`config.mk`:
```
export PLATFORM = sky130hd
export DESIGN_NAME = udp_encoder
export DESIGN_NICKNAME = d
export VERILOG_FILES = /design/src/rtl/udp_encoder_pkg.sv /design/src/rtl/udp_tx_fifo.sv /design/src/rtl/udp_encoder.sv
export SDC_FILE = /design/constraint.sdc
export NUM_CORES = 1
export LEC_CHECK = 0
export BUFFER_PORTS_ARGS = -buffer_cell sky130_fd_sc_hd__buf_2
export CAP_MARGIN = 30
export CORE_AREA = 2 2 253 255
export CTS_CLUSTER_DIAMETER = 60
export DETAILED_ROUTE_END_ITERATION = 12
export DIE_AREA = 0 0 255 257
export SYNTH_ARGS = -nofsm -noshare
export SYNTH_HDL_FRONTEND = slang
export SYNTH_SLANG_ARGS = --single-unit
```
`constraint.sdc`:
```
create_clock -name clk_i -period 8.1 [get_ports clk_i]
set_input_delay 0.81 -clock clk_i [delete_from_list [all_inputs] [get_ports clk_i]]
set_output_delay 0.81 -clock clk_i [all_outputs]
set_load 0.05 [all_outputs]
```
`src/rtl/udp_encoder_pkg.sv`:
```
// Shared definitions for the UDP transmit framer and its receive-side counterpart.
// Gray-coded FSM states, frame geometry and message-type codes.
package udp_encoder_pkg;

  localparam logic [2:0] S_IDLE = 3'b000;
  localparam logic [2:0] S_REQ  = 3'b001;
  localparam logic [2:0] S_HDR  = 3'b011;
  localparam logic [2:0] S_DATA = 3'b010;
  localparam logic [2:0] S_DONE = 3'b110;

  localparam int unsigned UDP_HDR_LEN = 8;
  localparam int unsigned WORD_BYTES  = 9;

  // Message-type codes understood by both the TX framer and the RX decoder.
  typedef enum logic [1:0] {
    MSG_NONE = 2'd0,
    MSG_DATA = 2'd1,
    MSG_CTRL = 2'd2,
    MSG_ACK  = 2'd3
  } udp_msg_e;

  function automatic logic [15:0] udp_len(input int unsigned words);
    return 16'(UDP_HDR_LEN + WORD_BYTES * words);
  endfunction

endpackage

```
`src/rtl/udp_tx_fifo.sv`:
```
// Word FIFO ahead of the UDP framer; registered full/empty/count and a registered ready.
// DEPTH must be a power of two and at least 2 so pointers wrap naturally.
module udp_tx_fifo #(
  parameter int unsigned DEPTH = 4,
  parameter int unsigned W     = 72
) (
  input  logic                       clk_i,
  input  logic                       rst_n_i,
  input  logic                       push_i,
  input  logic [W-1:0]               data_i,
  input  logic                       pop_i,
  output logic [W-1:0]               data_o,
  output logic [$clog2(DEPTH):0]     count_o,
  output logic                       rdy_o
);

  localparam int unsigned AW = $clog2(DEPTH);
  localparam logic [AW:0] FULL_CNT = (AW+1)'(DEPTH);

  logic [W-1:0]  mem_q [DEPTH];
  logic [AW-1:0] wr_ptr_q, rd_ptr_q;
  logic [AW:0]   count_q, count_d;
  logic          full_q, empty_q, rdy_q;
  logic          do_push, do_pop;

  assign do_push = push_i & ~full_q;
  assign do_pop  = pop_i & ~empty_q;

  always_comb begin
    count_d = count_q;
    case ({do_push, do_pop})
      2'b10:   count_d = count_q + 1'b1;
      2'b01:   count_d = count_q - 1'b1;
      default: count_d = count_q;
    endcase
  end

  always_ff @(posedge clk_i or negedge rst_n_i) begin
    if (!rst_n_i) begin
      wr_ptr_q <= '0;
      rd_ptr_q <= '0;
      count_q  <= '0;
      full_q   <= 1'b0;
      empty_q  <= 1'b1;
      rdy_q    <= 1'b0;
    end else begin
      if (do_push) wr_ptr_q <= wr_ptr_q + 1'b1;
      if (do_pop)  rd_ptr_q <= rd_ptr_q + 1'b1;
      count_q <= count_d;
      full_q  <= (count_d == FULL_CNT);
      empty_q <= (count_d == '0);
      rdy_q   <= (count_d != FULL_CNT);
    end
  end

  // Storage is not reset; stale entries are unreachable once the pointers clear.
  always_ff @(posedge clk_i) begin
    if (do_push) mem_q[wr_ptr_q] <= data_i;
  end

  assign data_o  = mem_q[rd_ptr_q];
  assign count_o = count_q;
  assign rdy_o   = rdy_q;

endmodule

```
`src/rtl/udp_encoder.sv`:
```
// Transmit-side UDP framer: buffers 72-bit words and streams one datagram per WORDS_PER_PKT words
// byte-serially (8-byte header, then payload MSB byte first).
//
// state  | meaning
// IDLE   | wait until a full datagram of words is buffered
// REQ    | udp_req_o high, waiting for the IP encoder grant
// HDR    | emit the 8 header bytes
// DATA   | emit 9 bytes per payload word, popping each word on its first byte
// DONE   | one-cycle udp_done_o pulse, no data
module udp_encoder #(
  parameter logic [15:0] SRC_UDP_PORT  = 16'd10_001,
  parameter int unsigned WORDS_PER_PKT = 1,
  parameter int unsigned FIFO_DEPTH    = 4
) (
  input  logic        clk_i,
  input  logic        rst_n_i,
  input  logic [71:0] in_data_i,
  input  logic        in_data_vld_i,
  output logic        in_data_rdy_o,
  input  logic [15:0] dst_port_i,
  output logic        udp_req_o,
  input  logic        udp_ack_i,
  output logic [15:0] udp_len_o,
  output logic [7:0]  out_data_o,
  output logic        out_data_vld_o,
  output logic        udp_done_o
);
  import udp_encoder_pkg::*;

  localparam int unsigned   CW        = $clog2(FIFO_DEPTH) + 1;
  localparam logic [15:0]   LEN       = udp_len(WORDS_PER_PKT);
  localparam logic [CW-1:0] PKT_WORDS = CW'(WORDS_PER_PKT);
  localparam logic [7:0]    LAST_WORD = 8'(WORDS_PER_PKT - 1);
  localparam logic [3:0]    LAST_HDR  = 4'(UDP_HDR_LEN - 1);
  localparam logic [3:0]    LAST_BYTE = 4'(WORD_BYTES - 1);

  logic [2:0]    state_q, state_d;
  logic [15:0]   dst_q, dst_d;
  logic [3:0]    byte_cnt_q, byte_cnt_d;
  logic [7:0]    word_cnt_q, word_cnt_d;
  logic [71:0]   shift_q, shift_d;
  logic          fifo_push, fifo_pop;
  logic [71:0]   fifo_head;
  logic [CW-1:0] fifo_count;
  logic [7:0]    hdr_byte;

  assign fifo_push = in_data_vld_i & in_data_rdy_o;

  udp_tx_fifo #(
    .DEPTH (FIFO_DEPTH),
    .W     (72)
  ) u_fifo (
    .clk_i   (clk_i),
    .rst_n_i (rst_n_i),
    .push_i  (fifo_push),
    .data_i  (in_data_i),
    .pop_i   (fifo_pop),
    .data_o  (fifo_head),
    .count_o (fifo_count),
    .rdy_o   (in_data_rdy_o)
  );

  // Checksum bytes are zero: the UDP checksum is not computed.
  always_comb begin
    hdr_byte = 8'h00;
    case (byte_cnt_q[2:0])
      3'd0:    hdr_byte = SRC_UDP_PORT[15:8];
      3'd1:    hdr_byte = SRC_UDP_PORT[7:0];
      3'd2:    hdr_byte = dst_q[15:8];
      3'd3:    hdr_byte = dst_q[7:0];
      3'd4:    hdr_byte = LEN[15:8];
      3'd5:    hdr_byte = LEN[7:0];
      default: hdr_byte = 8'h00;
    endcase
  end

  always_comb begin
    state_d        = state_q;
    dst_d          = dst_q;
    byte_cnt_d     = byte_cnt_q;
    word_cnt_d     = word_cnt_q;
    shift_d        = shift_q;
    fifo_pop       = 1'b0;
    out_data_o     = 8'h00;
    out_data_vld_o = 1'b0;
    case (state_q)
      S_IDLE: begin
        if (fifo_count >= PKT_WORDS) begin
          dst_d   = dst_port_i;
          state_d = S_REQ;
        end
      end
      S_REQ: begin
        if (udp_ack_i) begin
          state_d    = S_HDR;
          byte_cnt_d = 4'd0;
          word_cnt_d = 8'd0;
        end
      end
      S_HDR: begin
        out_data_vld_o = 1'b1;
        out_data_o     = hdr_byte;
        if (byte_cnt_q == LAST_HDR) begin
          byte_cnt_d = 4'd0;
          state_d    = S_DATA;
        end else begin
          byte_cnt_d = byte_cnt_q + 4'd1;
        end
      end
      S_DATA: begin
        out_data_vld_o = 1'b1;
        // The head word is driven straight from the FIFO on its first byte, then shifted out.
        if (byte_cnt_q == 4'd0) begin
          fifo_pop   = 1'b1;
          out_data_o = fifo_head[71:64];
          shift_d    = {fifo_head[63:0], 8'h00};
        end else begin
          out_data_o = shift_q[71:64];
          shift_d    = {shift_q[63:0], 8'h00};
        end
        if (byte_cnt_q == LAST_BYTE) begin
          byte_cnt_d = 4'd0;
          if (word_cnt_q == LAST_WORD) state_d = S_DONE;
          else                         word_cnt_d = word_cnt_q + 8'd1;
        end else begin
          byte_cnt_d = byte_cnt_q + 4'd1;
        end
      end
      S_DONE:  state_d = S_IDLE;
      default: state_d = S_IDLE;
    endcase
  end

  always_ff @(posedge clk_i or negedge rst_n_i) begin
    if (!rst_n_i) begin
      state_q    <= S_IDLE;
      dst_q      <= 16'h0000;
      byte_cnt_q <= 4'd0;
      word_cnt_q <= 8'd0;
      shift_q    <= 72'h0;
    end else begin
      state_q    <= state_d;
      dst_q      <= dst_d;
      byte_cnt_q <= byte_cnt_d;
      word_cnt_q <= word_cnt_d;
      shift_q    <= shift_d;
    end
  end

  assign udp_req_o  = (state_q == S_REQ);
  assign udp_len_o  = udp_req_o ? LEN : 16'h0000;
  assign udp_done_o = (state_q == S_DONE);

endmodule
```
# Yosys cells after proc, flatten, opt, wreduce, memory -nomap -nowiden
# Memories as Yosys holds them, arrays and structs flattened.
# Index checks and enable logic that the tools add are counted.
[word_totals]
reg_bits = 113
ramBits = 288
in_bits = 92
out_inout_bits = 28
word_cells = 82
n_memories = 1
[mem_list]
columns = ["memory", "depth", "word_bits", "rd", "rd_clocked_by_memory_dff", "write_ports", "line_no", "rtl"]
rows = [
  ["u_fifo.mem_q", 4, 72, 1, 0, 1, "udp_tx_fifo.sv:20", "logic [W-1:0] mem_q [DEPTH];"],
]
[op_classes]
addsub = 6
n_lt_le_gt_ge = 1
eq_ne = 20
n_mux = 25
bitwise_logic = 5
reduce_logical = 13
[ops]
columns = ["operator", "n"]
rows = [
  ["2-to-1 mux 72 bit", 1],
  ["2-to-1 mux 8 bit", 4],
  ["case mux 8 bit (2 select lines)", 2],
  ["case mux 8 bit (4 select lines)", 1],
  ["2-to-1 mux 3 bit", 5],
  ["== test 3 x 2 -> 1 bit (second input constant)", 4],
  ["2-to-1 mux 4 bit", 3],
  ["case mux 3 bit (4 select lines)", 1],
  ["case mux 4 bit (3 select lines)", 1],
  ["!= test 2 bit (second input constant)", 5],
  ["== test 3 bit (second input constant)", 3],
  ["zero test 3 bit", 3],
  ["adder 8 x 1 -> 8 bit (second input constant)", 1],
  ["zero test 8 bit", 1],
  ["== test 3 x 1 -> 1 bit (second input constant)", 2],
  ["case mux 3 bit (2 select lines)", 1],
  ["2-to-1 mux 1 bit", 5],
  ["2-to-1 mux 5 bit", 1],
  ["AND reduction 5 bit", 1],
  ["adder 2 x 1 -> 2 bit (second input constant)", 2],
  ["adder 4 x 1 -> 4 bit (second input constant)", 1],
  ["== test 4 x 3 -> 1 bit (second input constant)", 1],
  ["== test 4 bit (second input constant)", 1],
  ["zero test 4 bit", 1],
  ["14 further kinds", 19],
]

# Longest topological paths before layout
# Gate-level depths: netlist of the first run.
[depth]
word_depth = 7
depth_mapped = 10
ltp_nobuf = 10

# Cells and area by module
# Synthesis of the first run repeated with hierarchy kept, for this count alone.
[unflattened]
cells_unflattened = 873
area_unflattened_um2 = 15680.0
[by_module_without_submodules]
columns = ["module", "n_inst", "cells_per_inst", "area_per_inst_um2", "seq_area_each_um2"]
rows = [
  ["udp_tx_fifo", 1, 426, 10930.5, 8899.8],
  ["udp_encoder", 1, 447, 4749.6, 2377.3],
]

# Least setup slack after synthesis of the first run
# No wires, ideal clock.
[synth_path]
path_type = "in2reg"
startpoint = "input port in_data_vld_i"
endpoint = "memory u_fifo.mem_q[0][0] (enable)"
setup_ns = 0.438
arrival_time_ns = 2.932
required_ns = 7.662
slack_ns = 4.730
cell_stages = 3
n_path_buf = 0
cell_sequence = "nand2_1 -> nor2_1 -> and2_1"
[synth_between]
elab_chain_len = 4
[synth_rtl]
columns = ["item", "line_no", "rtl"]
rows = [
  ["from (decl)", "udp_encoder.sv:18", "input logic in_data_vld_i,"],
  ["bitwise AND 1 bit", "udp_encoder.sv:47", "assign fifo_push = in_data_vld_i & in_data_rdy_o;"],
  ["bitwise AND 1 bit", "udp_tx_fifo.sv:26", "assign do_push = push_i & ~full_q;"],
  ["named net u_fifo.do_push", "udp_tx_fifo.sv:24", "logic do_push, do_pop;"],
  ["2-to-1 mux 1 bit", "udp_tx_fifo.sv:58", "if (do_push) mem_q[wr_ptr_q] <= data_i;"],
  ["2-to-1 mux 1 bit (not written as such)", "udp_tx_fifo.sv:58", ""],
  ["to (decl)", "udp_tx_fifo.sv:20", ""],
]
# The timed path passes the listed nets, and every way through them passes these cells.

# Worst setup path in the final report of the first run
[layout_path]
startpoint = "register byte_cnt_q[0]"
endpoint = "output port out_data_o[2]"
[layout_between]
elab_chain_len = 4
word_cells_on_any_way = 10
cone_classes = "eq/ne: 4; mux: 3; reduce/logical: 3"
[layout_rtl]
columns = ["item", "line_no", "rtl"]
rows = [
  ["from (decl)", "udp_encoder.sv:39", "logic [3:0] byte_cnt_q, byte_cnt_d;"],
  ["from (signal assigned)", "udp_encoder.sv:144", "byte_cnt_q <= byte_cnt_d;"],
  ["== test 3 bit / == test 3 x 1 -> 1 bit (equally long branches)", "udp_encoder.sv:66", "case (byte_cnt_q[2:0])"],
  ["OR reduction 2 bit (no source line)", "-", ""],
  ["case mux 8 bit (4 select lines)", "udp_encoder.sv:66", ""],
  ["case mux 8 bit (2 select lines) *", "udp_encoder.sv:86", "case (state_q)"],
  ["to (decl)", "udp_encoder.sv:24", "output logic [7:0] out_data_o,"],
]
# Every way passes the cells marked *; elsewhere a longest branch is shown, timed or not.

==> metrics.csv, run 1 <==
stage,metric,value,unit
floorplan,die width,255,um
setup_path,Max Fanout on Critical Path,58,
drt,vias per cell,4.323,
timing,Worst slew margin,0.3601,
timing,crit share post-route,0.5543,
drt,Initial DRT Pass Iterations,5,
clocking,clock-pin slew on the worst setup and hold paths,0.06,ns
power_and_ir_drop,Worst VDD drop,0.1783,mV
logic_synthesis,top-area cell type share of the netlist area,0.5561,
setup_path,Worst Setup EP,out_data_o[2],
logic_synthesis,average size of a mapped cell,16.63,um2
setup_path,FF-to-FF path depth,11,
logic_synthesis,Post-synth EDFFs,288,
timing,Worst Tran Pin Value,0.9511,ns
floorplan,Cell Rows,92,
global_route,largest net degree at the start of global routing,74,
global_route,initial antenna violation count,14,
floorplan,initial core utilization,0.2479,
setup_path,worst flop-to-flop path startpoint,byte_cnt_q[0],
timing,Fmax,222.7,MHz
global_route,global-route usage over all layers,0.1086,
drt,Vias,8343,
floorplan,I/O Pins,120,
run,Max-Cap Viols,0,
clocking,clock latency on the worst-skew pair,0.58,ns
logic_synthesis,ranking of synthesized cells by area,"edfxtp_1 (56%), dfrtp_1 (17%), mux4_2 (10%)",
logic_synthesis,Synth Cell Area,15550,um2
clocking,CTS sink count,393,
status,outcome,"finished, final reports clean",
logic_synthesis,Gate Count Post-Synth,935,
setup_path,flop2flop setup slack,4.75,ns
logic_synthesis,Synth cell types,57,
clocking,CTS Hold Bufs,0,
floorplan,die height,257,um
clocking,Post-CTS Setup Inserts,0,
setup_path,critical path capture point type,primary output,
drt,Routed wire per std cell,18.34,um
global_route,number of global-route vias before repair,8538,
clocking,Root Buffer,clkbuf_16,
power_and_ir_drop,P_leak,6.410,nW
global_route,grt ovf,0,
clocking,post-CTS resize count,0,
clocking,CTS H-Tree Depth,2,
global_route,global-route wire length before repair,53.88,mm
finish,area growth from synthesis to layout,19.05,%
timing,Final TNS setup,0,ns
drt,DRT iter0 DRCs,573,
setup_path,Worst Setup SP,byte_cnt_q[0],
clocking,CTS Buf Count,44,
timing,Final min period,4.490,ns
finish,share of layout cells above drive strength 1,0.2724,
logic_synthesis,leading area contributor after synthesis,edfxtp_1,
timing,endpoints failing hold,0,
timing,"Slew Viols, Final",0,
logic_synthesis,"Top FF cell, synth",edfxtp_1,
setup_path,crit path launch type,register,
timing,final setup vio count,0,
floorplan,Die ar.,65540,um2
setup_path,Setup CP Type,register to primary output,
finish,Final nets,1155,
drt,Residual DRC,0,
power_and_ir_drop,Pwr Total,7.294,mW
finish,Fillers,6197,
finish,Finished Core Util,0.2951,
setup_path,critical path data arrival time,3.68,ns
logic_synthesis,"Seq/Total Area, Yosys",0.7252,
clocking,clk buf depth,3,
logic_synthesis,YS warnings,0,
logic_synthesis,ys async rst share,0.2672,
power_and_ir_drop,P per Cell Area,394.0,nW/um2
timing,Setup Skew,0.02449,ns
place,gp weighted congestion,0.7443,
logic_synthesis,Synth top cells by count,"edfxtp_1 (288), a21oi_1 (122), dfrtp_1 (104)",
place,port bufs,105,
logic_synthesis,cell with the most instances after synthesis,edfxtp_1,
timing,RSZ-0062 raised after global routing,no,
hold_path,Hold WC Path Type,input pin to async pin,
setup_path,RR Endpoint,u_fifo.rdy_o,
setup_path,"Req. time, crit path",7.29,ns
place,Post-DP HPWL,22.71,mm
clocking,CTS tree,yes,
floorplan,core area,62740,um2
logic_synthesis,Synth Register Bits,393,
drt,DRT antenna net count,0,
drt,final WL,35.40,mm
==> through the flow <==
stage          instances  setup WS (ns)  instance area [um2]  hold slack, ns
2_1_floorplan        948          4.730                15600          0.4735
3_3_place_gp        1844          4.307                16960          0.4960
3_5_place_dp        1845          4.231                16980          0.4956
4_1_cts             1927          3.604                18470          0.1348
5_1_grt             1929          3.436                18510          0.1579
6_report            1930          3.610                18510          0.1548
==> routing by layer <==
| layer | vias to the layer above | part of all wire | track usage |
|---|---|---|---|
| li1 | 3783 | - | - |
| met3 | 61 | 0.060 | 0.03459 |
| met4 | 16 | 0.015 | 0.02453 |
| met1 | 4272 | 0.44 | 0.1416 |
| met5 | - | 0.0029 | 0 |
| met2 | 211 | 0.49 | 0.1760 |
==> worst min path at each step <==
stage,to,slack [ns],depth (start not counted)
final,dst_q[12],0.15,1
after global routing,dst_q[10],0.16,1
after CTS,dst_q[7],0.13,1
after detailed placement,shift_q[15],0.50,1
after global placement,shift_q[15],0.50,1
after floorplan,shift_q[10],0.47,1
==> state kept, by name, indices dropped and copies added, names as in the netlist <==
name / cells
byte_cnt_q: 4
dst_q: 16
shift_q: 64
state_q: 3
u_fifo.count_o: 3
u_fifo.empty_q: 1
u_fifo.full_q: 1
u_fifo.mem_q: 288
u_fifo.rd_ptr_q: 2
u_fifo.rdy_o: 1
u_fifo.wr_ptr_q: 2
word_cnt_q: 8
==> area by class of cell <==
| type | count | area (um2) | share of cell area |
|---|---|---|---|
| clock inverter | 26 | 295.3 | 0.01595 |
| antenna | 1 | 2.502 | 0.0001352 |
| tap | 846 | 1059 | 0.05717 |
| sequential | 393 | 11280 | 0.6094 |
| clock buffer | 56 | 1196 | 0.06461 |
| inverter | 13 | 48.80 | 0.002636 |
| timing repair buffer | 120 | 676.9 | 0.03656 |
| multi-input combinational | 475 | 3954 | 0.2136 |
==> cells by family (layout without fill, tap and decap cells) <==
family | after synthesis | count (layout) | share of synthesized area
flip-flops | 393 | 393 | 0.7252
AND/OR/NAND/NOR | 181 | 181 | 0.05270
AO/OA/AOI/OAI | 168 | 168 | 0.06292
multiplexers | 90 | 90 | 0.1171
buffers and inverters | 80 | 215 | 0.02559
adder cells (fa/ha/maj) | 16 | 16 | 0.01287
XOR/XNOR | 6 | 6 | 0.003379
other | 1 | 15 | 0.0002411
==> placed cells by master, fill, tap and decap left out, types with 3 or more instances in the layout <==
| cell type | count |
|---|---|
| conb_1 | 14 |
| a22oi_1 | 3 |
| a21oi_1 | 122 |
| dfrtp_1 | 102 |
| nor4_1 | 4 |
| mux2_2 | 16 |
| clkinv_1 | 6 |
| a221o_1 | 8 |
| ha_1 | 16 |
| edfxtp_1 | 288 |
| inv_8 | 3 |
| bufinv_16 | 3 |
| and2_4 | 4 |
| inv_1 | 13 |
| clkbuf_1 | 7 |
| o21ai_0 | 11 |
| clkinv_2 | 6 |
| clkbuf_8 | 5 |
| buf_4 | 13 |
| a22o_1 | 8 |
| xnor2_1 | 5 |
| nand2_1 | 70 |
| nor2b_1 | 9 |
| clkbuf_16 | 44 |
| mux4_2 | 72 |
| nor2_1 | 68 |
| buf_2 | 104 |
==> worst max-delay path: stages, from the launching register on <==
cell	delay, ns
dfrtp_1	0.43
inv_1	0.14
ha_1	0.32
or3b_2	0.47
buf_4	0.31
nor2_2	0.78
a221o_1	0.32
buf_2	0.28
==> power breakdown <==
part           internal [mW]  switching (mW)  leakage, nW
registers               2.79           0.331         3.87
clock network           1.16           0.830        0.727
logic                  0.857            1.33         1.81
total                   4.81            2.49         6.41
Note: power is estimated with default switching activity, not from simulation.
==> inputs of run 2 (changes only) <==
==> constraint.sdc (replaced) <==
create_clock -name clk_i -period 4.1 [get_ports clk_i]
set_input_delay 0.41 -clock clk_i [delete_from_list [all_inputs] [get_ports clk_i]]
set_output_delay 0.41 -clock clk_i [all_outputs]
set_load 0.05 [all_outputs]
==> run 2 against run 1 <==
Effect of this change: combinational power is 99% higher; critical path depth decreased by 3; register-to-register slack lost 4.0 ns; sequential share of layout area rose by 0.31 points; via count shrank 0.25%; clock power up 87%; global-route usage rose by 0.14 points; worst setup slack lost 3.2 ns; sequential cell count unchanged; clock skew up 0.00077 ns; utilization down 0.15 points; power increased by 95%; largest cell class unchanged.
==> metrics.csv, run 2 (synthesis results as in run 1) <==
stage,metric,value,unit,change
timing,RSZ-0062 raised after global routing,no,,unchanged
global_route,global-route usage over all layers,0.1100,,was 0.1086
setup_path,Max Fanout on Critical Path,39,,was 58
floorplan,Cell Rows,92,,unchanged
clocking,CTS tree,yes,,unchanged
clocking,Root Buffer,clkbuf_16,,unchanged
setup_path,slowest CP cell,or3b_2,,was nor2_2
place,gp weighted congestion,0.7703,,was 0.7443
timing,Worst slew margin,0.3214,,was 0.3601
power_and_ir_drop,Worst VDD drop,0.3495,mV,was 0.1783 mV
global_route,grt ovf,0,,unchanged
finish,most frequent cells in the layout,"edfxtp_1 (288), a21oi_1 (122), buf_2 (105), dfrtp_1 (102), mux4_2 (72)",,"was edfxtp_1 (288), a21oi_1 (122), buf_2 (104), dfrtp_1 (102), mux4_2 (72)"
finish,Final nets,1155,,unchanged
setup_path,crit path launch type,register,,unchanged
finish,area growth from synthesis to layout,18.44,%,was 19.05%
run,Max-Cap Viols,0,,unchanged
drt,Initial DRT Pass Iterations,5,,unchanged
timing,Fmax,272.0,MHz,
setup_path,crit-path cells,or3b_2 > nor2_1 > a221o_1 > buf_2,,was inv_1 > ha_1 > or3b_2 > buf_4 > nor2_2 > a221o_1 > buf_2
finish,Top reg by flops,u_fifo.mem_q,,unchanged
timing,Setup Skew,0.02526,ns,was 0.02449 ns
power_and_ir_drop,Comb pwr share,0.305,,was 0.299
setup_path,critical path capture point type,primary output,,unchanged
drt,DRT antenna net count,0,,unchanged
timing,Final TNS setup,0,ns,unchanged
floorplan,die width,255,um,unchanged
setup_path,Setup CP Type,register to primary output,,unchanged
floorplan,Die ar.,65540,um2,unchanged
drt,Routed wire per std cell,18.58,um,was 18.34 um
global_route,largest net degree at the start of global routing,61,,was 74
setup_path,"Req. time, crit path",3.69,ns,was 7.29 ns
finish,Fillers,6207,,was 6197
drt,final WL,35.86,mm,was 35.40 mm
setup_path,"CP delay by family, top",simple AND/OR/NAND/NOR gates,,unchanged
power_and_ir_drop,P per Cell Area,771.7,nW/um2,was 394.0 nW/um2
power_and_ir_drop,Pwr Total,14.21,mW,was 7.294 mW
clocking,clock-pin slew on the worst setup and hold paths,0.06,ns,about the same
setup_path,flop2flop setup slack,0.80,ns,was 4.75 ns
power_and_ir_drop,cell-internal power,9.393,mW,was 4.808 mW
setup_path,critical path data arrival time,3.27,ns,was 3.68 ns
drt,Residual DRC,0,,unchanged
global_route,global-route wire length before repair,53.99,mm,was 53.88 mm
floorplan,initial core utilization,0.2479,,unchanged
drt,vias per cell,4.312,,was 4.323
clocking,CTS H-Tree Depth,2,,unchanged
clocking,clock latency on the worst-skew pair,0.56,ns,was 0.58 ns
clocking,CTS Buf Count,43,,was 44
place,Post-DP HPWL,23.09,mm,was 22.71 mm
floorplan,core area,62740,um2,unchanged
timing,Worst Tran Pin Value,1.010,ns,was 0.9511 ns
status,outcome,"finished, final reports clean",,unchanged
finish,share of layout cells above drive strength 1,0.2655,,was 0.2724
setup_path,CP peak stage delay,0.87,ns,was 0.78 ns
clocking,clk buf depth,3,,unchanged
timing,crit share post-route,0.8966,,
timing,endpoints failing hold,0,,unchanged
hold_path,Hold WC Path Type,input pin to register,,was input pin to async pin
timing,final setup vio count,0,,unchanged
clocking,CTS sink count,393,,unchanged
timing,Final min period,3.676,ns,
power_and_ir_drop,Clock Power Share,0.262,,was 0.273
floorplan,I/O Pins,120,,unchanged
place,port bufs,105,,unchanged
power_and_ir_drop,Seq pwr share,0.433,,was 0.427
drt,DRT iter0 DRCs,664,,was 573
floorplan,die height,257,um,unchanged
finish,Regs by FF count,"u_fifo.mem_q (288), shift_q (64), dst_q (16)",,unchanged
setup_path,WP buf/inv,1,,was 3
power_and_ir_drop,NetSw,4.821,mW,was 2.486 mW
place,Setup WS pre-CTS,0.7346,ns,was 4.231 ns
global_route,initial antenna violation count,17,,was 14
finish,"commonest non-fill, non-tap cell in the layout",edfxtp_1,,unchanged
finish,max FFs per register,288,,unchanged
timing,setup slack after layout,0.4239,ns,was 3.610 ns
drt,Vias,8322,,was 8343
global_route,number of global-route vias before repair,8674,,was 8538
power_and_ir_drop,P_leak,6.358,nW,was 6.410 nW
power_and_ir_drop,switching share of power,0.3392,,was 0.3409
timing,"Slew Viols, Final",0,,unchanged
-- run 2: power by group through the flow --
stage | clock [mW] | combinational, mW | sequential, mW
after floorplan | 0 | 3.36 | 5.91
after global placement | 0 | 4.39 | 6.18
after detailed placement | 0 | 4.42 | 6.24
after CTS | 3.81 | 4.45 | 6.16
after global routing | 3.98 | 4.76 | 6.27
final | 3.72 | 4.34 | 6.15
-- run 2: area by class of cell --
cell class                 count  area, um2  area share
clock buffer                  60       1170     0.06351
antenna                        3      7.507   0.0004076
timing repair buffer         121      698.2     0.03791
inverter                      13      48.80    0.002649
clock inverter                19      195.2     0.01060
multi-input combinational    475       3959      0.2149
tap                          846       1059     0.05747
sequential                   393      11280      0.6125
-- run 2: worst register-to-register path, cell delays in order (launching register included) --
cell and delay [ns]:
dfrtp_1 0.42, inv_1 0.13, ha_1 0.31, or3b_2 0.71, nor3_2 0.39, inv_1 0.09, ha_1 0.39, o21bai_1 0.14
o21ai_0 0.12, or2_2 0.34, nand2b_1 0.15
-- run 2: final timing paths --
check                         startpoint                  end  cells past startpoint
max                           state_q[0]        out_data_o[3]                      4
min                        in_data_i[59]  u_fifo.mem_q[0][59]                      1
max reg2reg                byte_cnt_q[0]         u_fifo.rdy_o                     10
min reg2reg                  shift_q[11]          shift_q[11]                      1
max in group asynchronous        rst_n_i          shift_q[13]                      3
min in group asynchronous        rst_n_i          shift_q[12]                      2
-- run 2: repair_timing --
item / CTS / global route
resized for setup: 0 / 1
hold buffers: 1 / 0
endpoints found under the hold margin: 53 / 0
setup buffers: 0 / 0
endpoints found under the setup margin: 0 / 1
-- run 2: per-layer routing --
layer  up-vias  track usage  share of wire
met5         -            0         0.0031
met3        71      0.03298          0.062
met1      4239       0.1436           0.43
met2       203       0.1787           0.48
met4        18      0.02664          0.020
li1       3791            -              -
-- run 2: through the flow --
step / instances / cell area, um2 / util / hold WS, ns
floorplan: 948 / 15600 / - / 0.1144
global placement: 1846 / 17030 / 0.2714 / 0.4893
detailed placement: 1847 / 17030 / 0.2715 / 0.4926
CTS: 1927 / 18410 / 0.2934 / 0.03481
global route: 1927 / 18410 / 0.2935 / 0.03755
finish: 1930 / 18420 / 0.2936 / 0.06449
==> inputs of run 3 (changes only) <==
--- a/config.mk
+++ b/config.mk
@@ -11,6 +11,8 @@
 export CTS_CLUSTER_DIAMETER = 60
 export DETAILED_ROUTE_END_ITERATION = 12
 export DIE_AREA = 0 0 255 257
+export PLACE_DENSITY = 0.48
 export SYNTH_ARGS = -nofsm -noshare
 export SYNTH_HDL_FRONTEND = slang
 export SYNTH_SLANG_ARGS = --single-unit
+export TNS_END_PERCENT = 1
==> run 3 against run 2 <==
Effect of this change: cell area up 1.2%; register-to-register slack better by 0.34 ns; global-route usage up 0.38 points; first-iteration DRC count down 9.9%; sequential share of layout area down 0.70 points; non-clock buffer count up 10; power up 2.1%; die area unchanged.
==> metrics.csv, run 3 (synthesis results as in run 1) <==
stage,metric,value,unit,change
status,outcome,"finished, final reports clean",,unchanged
timing,Setup Skew,0.03445,ns,was 0.02526 ns
setup_path,crit-path cells,inv_1 > ha_1 > or3b_2 > buf_4 > nor2_2 > buf_4 > a221o_1 > buf_2,,was or3b_2 > nor2_1 > a221o_1 > buf_2
power_and_ir_drop,P_leak,6.446,nW,was 6.358 nW
setup_path,critical path data arrival time,3.22,ns,was 3.27 ns
place,gp weighted congestion,0.7304,,was 0.7703
timing,RSZ-0062 raised after global routing,no,,unchanged
floorplan,die height,257,um,unchanged
setup_path,CP peak stage delay,0.50,ns,was 0.87 ns
setup_path,crit path launch type,register,,unchanged
floorplan,Die ar.,65540,um2,unchanged
power_and_ir_drop,Worst VDD drop,0.3140,mV,was 0.3495 mV
global_route,met3 GRT Util,0.03227,,was 0.03298
floorplan,initial core utilization,0.2479,,unchanged
setup_path,"Req. time, crit path",3.69,ns,about the same
global_route,met2 Resource Use GR,0.1802,,was 0.1787
timing,Final TNS setup,0,ns,unchanged
timing,crit share post-route,0.8860,,was 0.8966
setup_path,WP buf/inv,4,,was 1
drt,DRT iter0 DRCs,598,,was 664
finish,Top reg by flops,u_fifo.mem_q,,unchanged
global_route,initial antenna violation count,15,,was 17
clocking,CTS sink count,393,,unchanged
timing,Final min period,3.633,ns,was 3.676 ns
clocking,CTS Buf Count,45,,was 43
finish,max FFs per register,288,,unchanged
clocking,CTS H-Tree Depth,2,,unchanged
global_route,largest net degree at the start of global routing,61,,unchanged
floorplan,die width,255,um,unchanged
clocking,clock latency on the worst-skew pair,0.60,ns,was 0.56 ns
drt,DRT antenna net count,0,,unchanged
setup_path,worst flop-to-flop path startpoint,byte_cnt_q[0],,unchanged
setup_path,Worst Setup SP,byte_cnt_q[0],,was state_q[0]
finish,Inserted Diodes,0,,was 3
setup_path,Crit path top cell by count,buf_4,,
hold_path,beginning of the worst hold path,in_data_i[11],,was in_data_i[59]
finish,share of layout cells above drive strength 1,0.2655,,about the same
drt,Initial DRT Pass Iterations,5,,unchanged
floorplan,Cell Rows,92,,unchanged
timing,Fmax,275.3,MHz,was 272.0 MHz
floorplan,core area,62740,um2,unchanged
floorplan,I/O Pins,120,,unchanged
setup_path,Setup CP Type,register to primary output,,unchanged
setup_path,Max Fanout on Critical Path,57,,was 39
clocking,post-CTS resize count,0,,unchanged
power_and_ir_drop,P per Cell Area,778.8,nW/um2,was 771.7 nW/um2
place,port bufs,105,,unchanged
finish,most frequent cells in the layout,"edfxtp_1 (288), a21oi_1 (122), buf_2 (104), dfrtp_1 (102), mux4_2 (72)",,"was edfxtp_1 (288), a21oi_1 (122), buf_2 (105), dfrtp_1 (102), mux4_2 (72)"
drt,Vias,8452,,was 8322
timing,endpoints failing hold,0,,unchanged
clocking,clk buf depth,3,,unchanged
drt,vias per cell,4.352,,was 4.312
setup_path,critical path capture point type,primary output,,unchanged
global_route,grt ovf,0,,unchanged
clocking,CTS Hold Bufs,10,,was 1
finish,area growth from synthesis to layout,19.81,%,was 18.44%
setup_path,slowest CP cell,or3b_2,,unchanged
finish,Regs by FF count,"u_fifo.mem_q (288), shift_q (64), dst_q (16)",,unchanged
drt,final WL,36.74,mm,was 35.86 mm
finish,Fillers,6273,,was 6207
global_route,GRT Max-Usage Layer,met2,,unchanged
finish,Final nets,1167,,was 1155
finish,"commonest non-fill, non-tap cell in the layout",edfxtp_1,,unchanged
clocking,Root Buffer,clkbuf_16,,unchanged
clocking,CTS tree,yes,,unchanged
setup_path,"CP delay by family, top",buffers and inverters,,was simple AND/OR/NAND/NOR gates
clocking,Post-CTS Setup Inserts,0,,unchanged
global_route,global-route usage over all layers,0.1138,,was 0.1100
finish,Finished Core Util,0.2970,,was 0.2936
global_route,global-route wire length before repair,55.99,mm,was 53.99 mm
global_route,number of global-route vias before repair,8881,,was 8674
place,Cells after DPL,1848,,was 1847
timing,Worst Tran Pin Value,1.014,ns,was 1.010 ns
clocking,clock-pin slew on the worst setup and hold paths,0.05,ns,was 0.06 ns
drt,Routed wire per std cell,18.92,um,was 18.58 um
place,Post-DP HPWL,23.37,mm,was 23.09 mm
timing,final setup vio count,0,,unchanged
timing,"Slew Viols, Final",0,,unchanged
timing,Worst slew margin,0.3188,,was 0.3214
finish,"non-filler cells, final",1942,,was 1930
global_route,met1 global-route usage,0.1508,,was 0.1436
run,Max-Cap Viols,0,,unchanged
hold_path,Hold WC Path Type,input pin to register,,unchanged
drt,Residual DRC,0,,unchanged
-- run 3: cell count changes in the layout (fill, tap and decap cells not counted), moves of 2 or more --
cell and delta:
clkinv_1 +9, dlygate4sd3_1 +9, clkbuf_1 -7, clkinv_2 -4, diode_2 -3, buf_4 +2
clkbuf_16 +2, clkinv_16 +2, clkinv_8 -2, clkinvlp_4 +2, inv_6 +2
-- run 3: worst paths after layout --
| kind | to | slack (ns) | depth (start not counted) |
|---|---|---|---|
| worst min register to register | shift_q[12] | 0.51 | 1 |
| min in group asynchronous | state_q[2] | 0.49 | 2 |
| worst max-delay path | out_data_o[7] | 0.47 | 8 |
| worst min-delay path | u_fifo.mem_q[0][11] | 0.04 | 1 |
| max in group asynchronous | shift_q[56] | 2.73 | 3 |
| worst max register to register | u_fifo.rdy_o | 1.14 | 10 |
-- run 3: worst register-to-register path, cell delays in order, from the launching register on --
cell      delay (ns)
dfrtp_1         0.41
inv_1           0.13
ha_1            0.31
or3b_2          0.51
nor3_2          0.31
inv_1           0.08
ha_1            0.38
o21bai_1        0.13
o21ai_0         0.11
or2_2           0.33
nand2b_1        0.14
-- run 3: where the power goes --
| group | internal, mW | switching, mW |
|---|---|---|
| combinational | 1.71 | 2.68 |
| clock | 2.33 | 1.64 |
| sequential | 5.50 | 0.645 |
| total | 9.54 | 4.97 |
-- run 3: stage by stage --
| step | hold WS, ns | area (um2) | total power [mW] | worst slack, ns |
|---|---|---|---|---|
| final | 0.03848 | 18630 | 14.51 | 0.4674 |
| after global routing | 0.01761 | 18630 | 15.41 | 0.2329 |
| after CTS | 0.0005873 | 18630 | 14.81 | 0.3927 |
| after detailed placement | 0.4933 | 17040 | 10.75 | 1.027 |
| after global placement | 0.4903 | 17040 | 10.69 | 1.069 |
| after floorplan | 0.1144 | 15600 | 9.272 | 0.8859 |
-- run 3: final cells by class --
cell class,count,area [um2],area share
multi-input combinational,475,3954,0.2122
inverter,13,48.80,0.002619
tap,846,1059,0.05681
clock inverter,30,310.3,0.01665
timing repair buffer,131,798.3,0.04284
sequential,393,11280,0.6055
clock buffer,54,1180,0.06333
-- run 3: metal layers --
metal / up-vias / share of wire
li1: 3808 / -
met1: 4343 / 0.44
met2: 203 / 0.47
met3: 74 / 0.060
met4: 24 / 0.021
met5: - / 0.0041
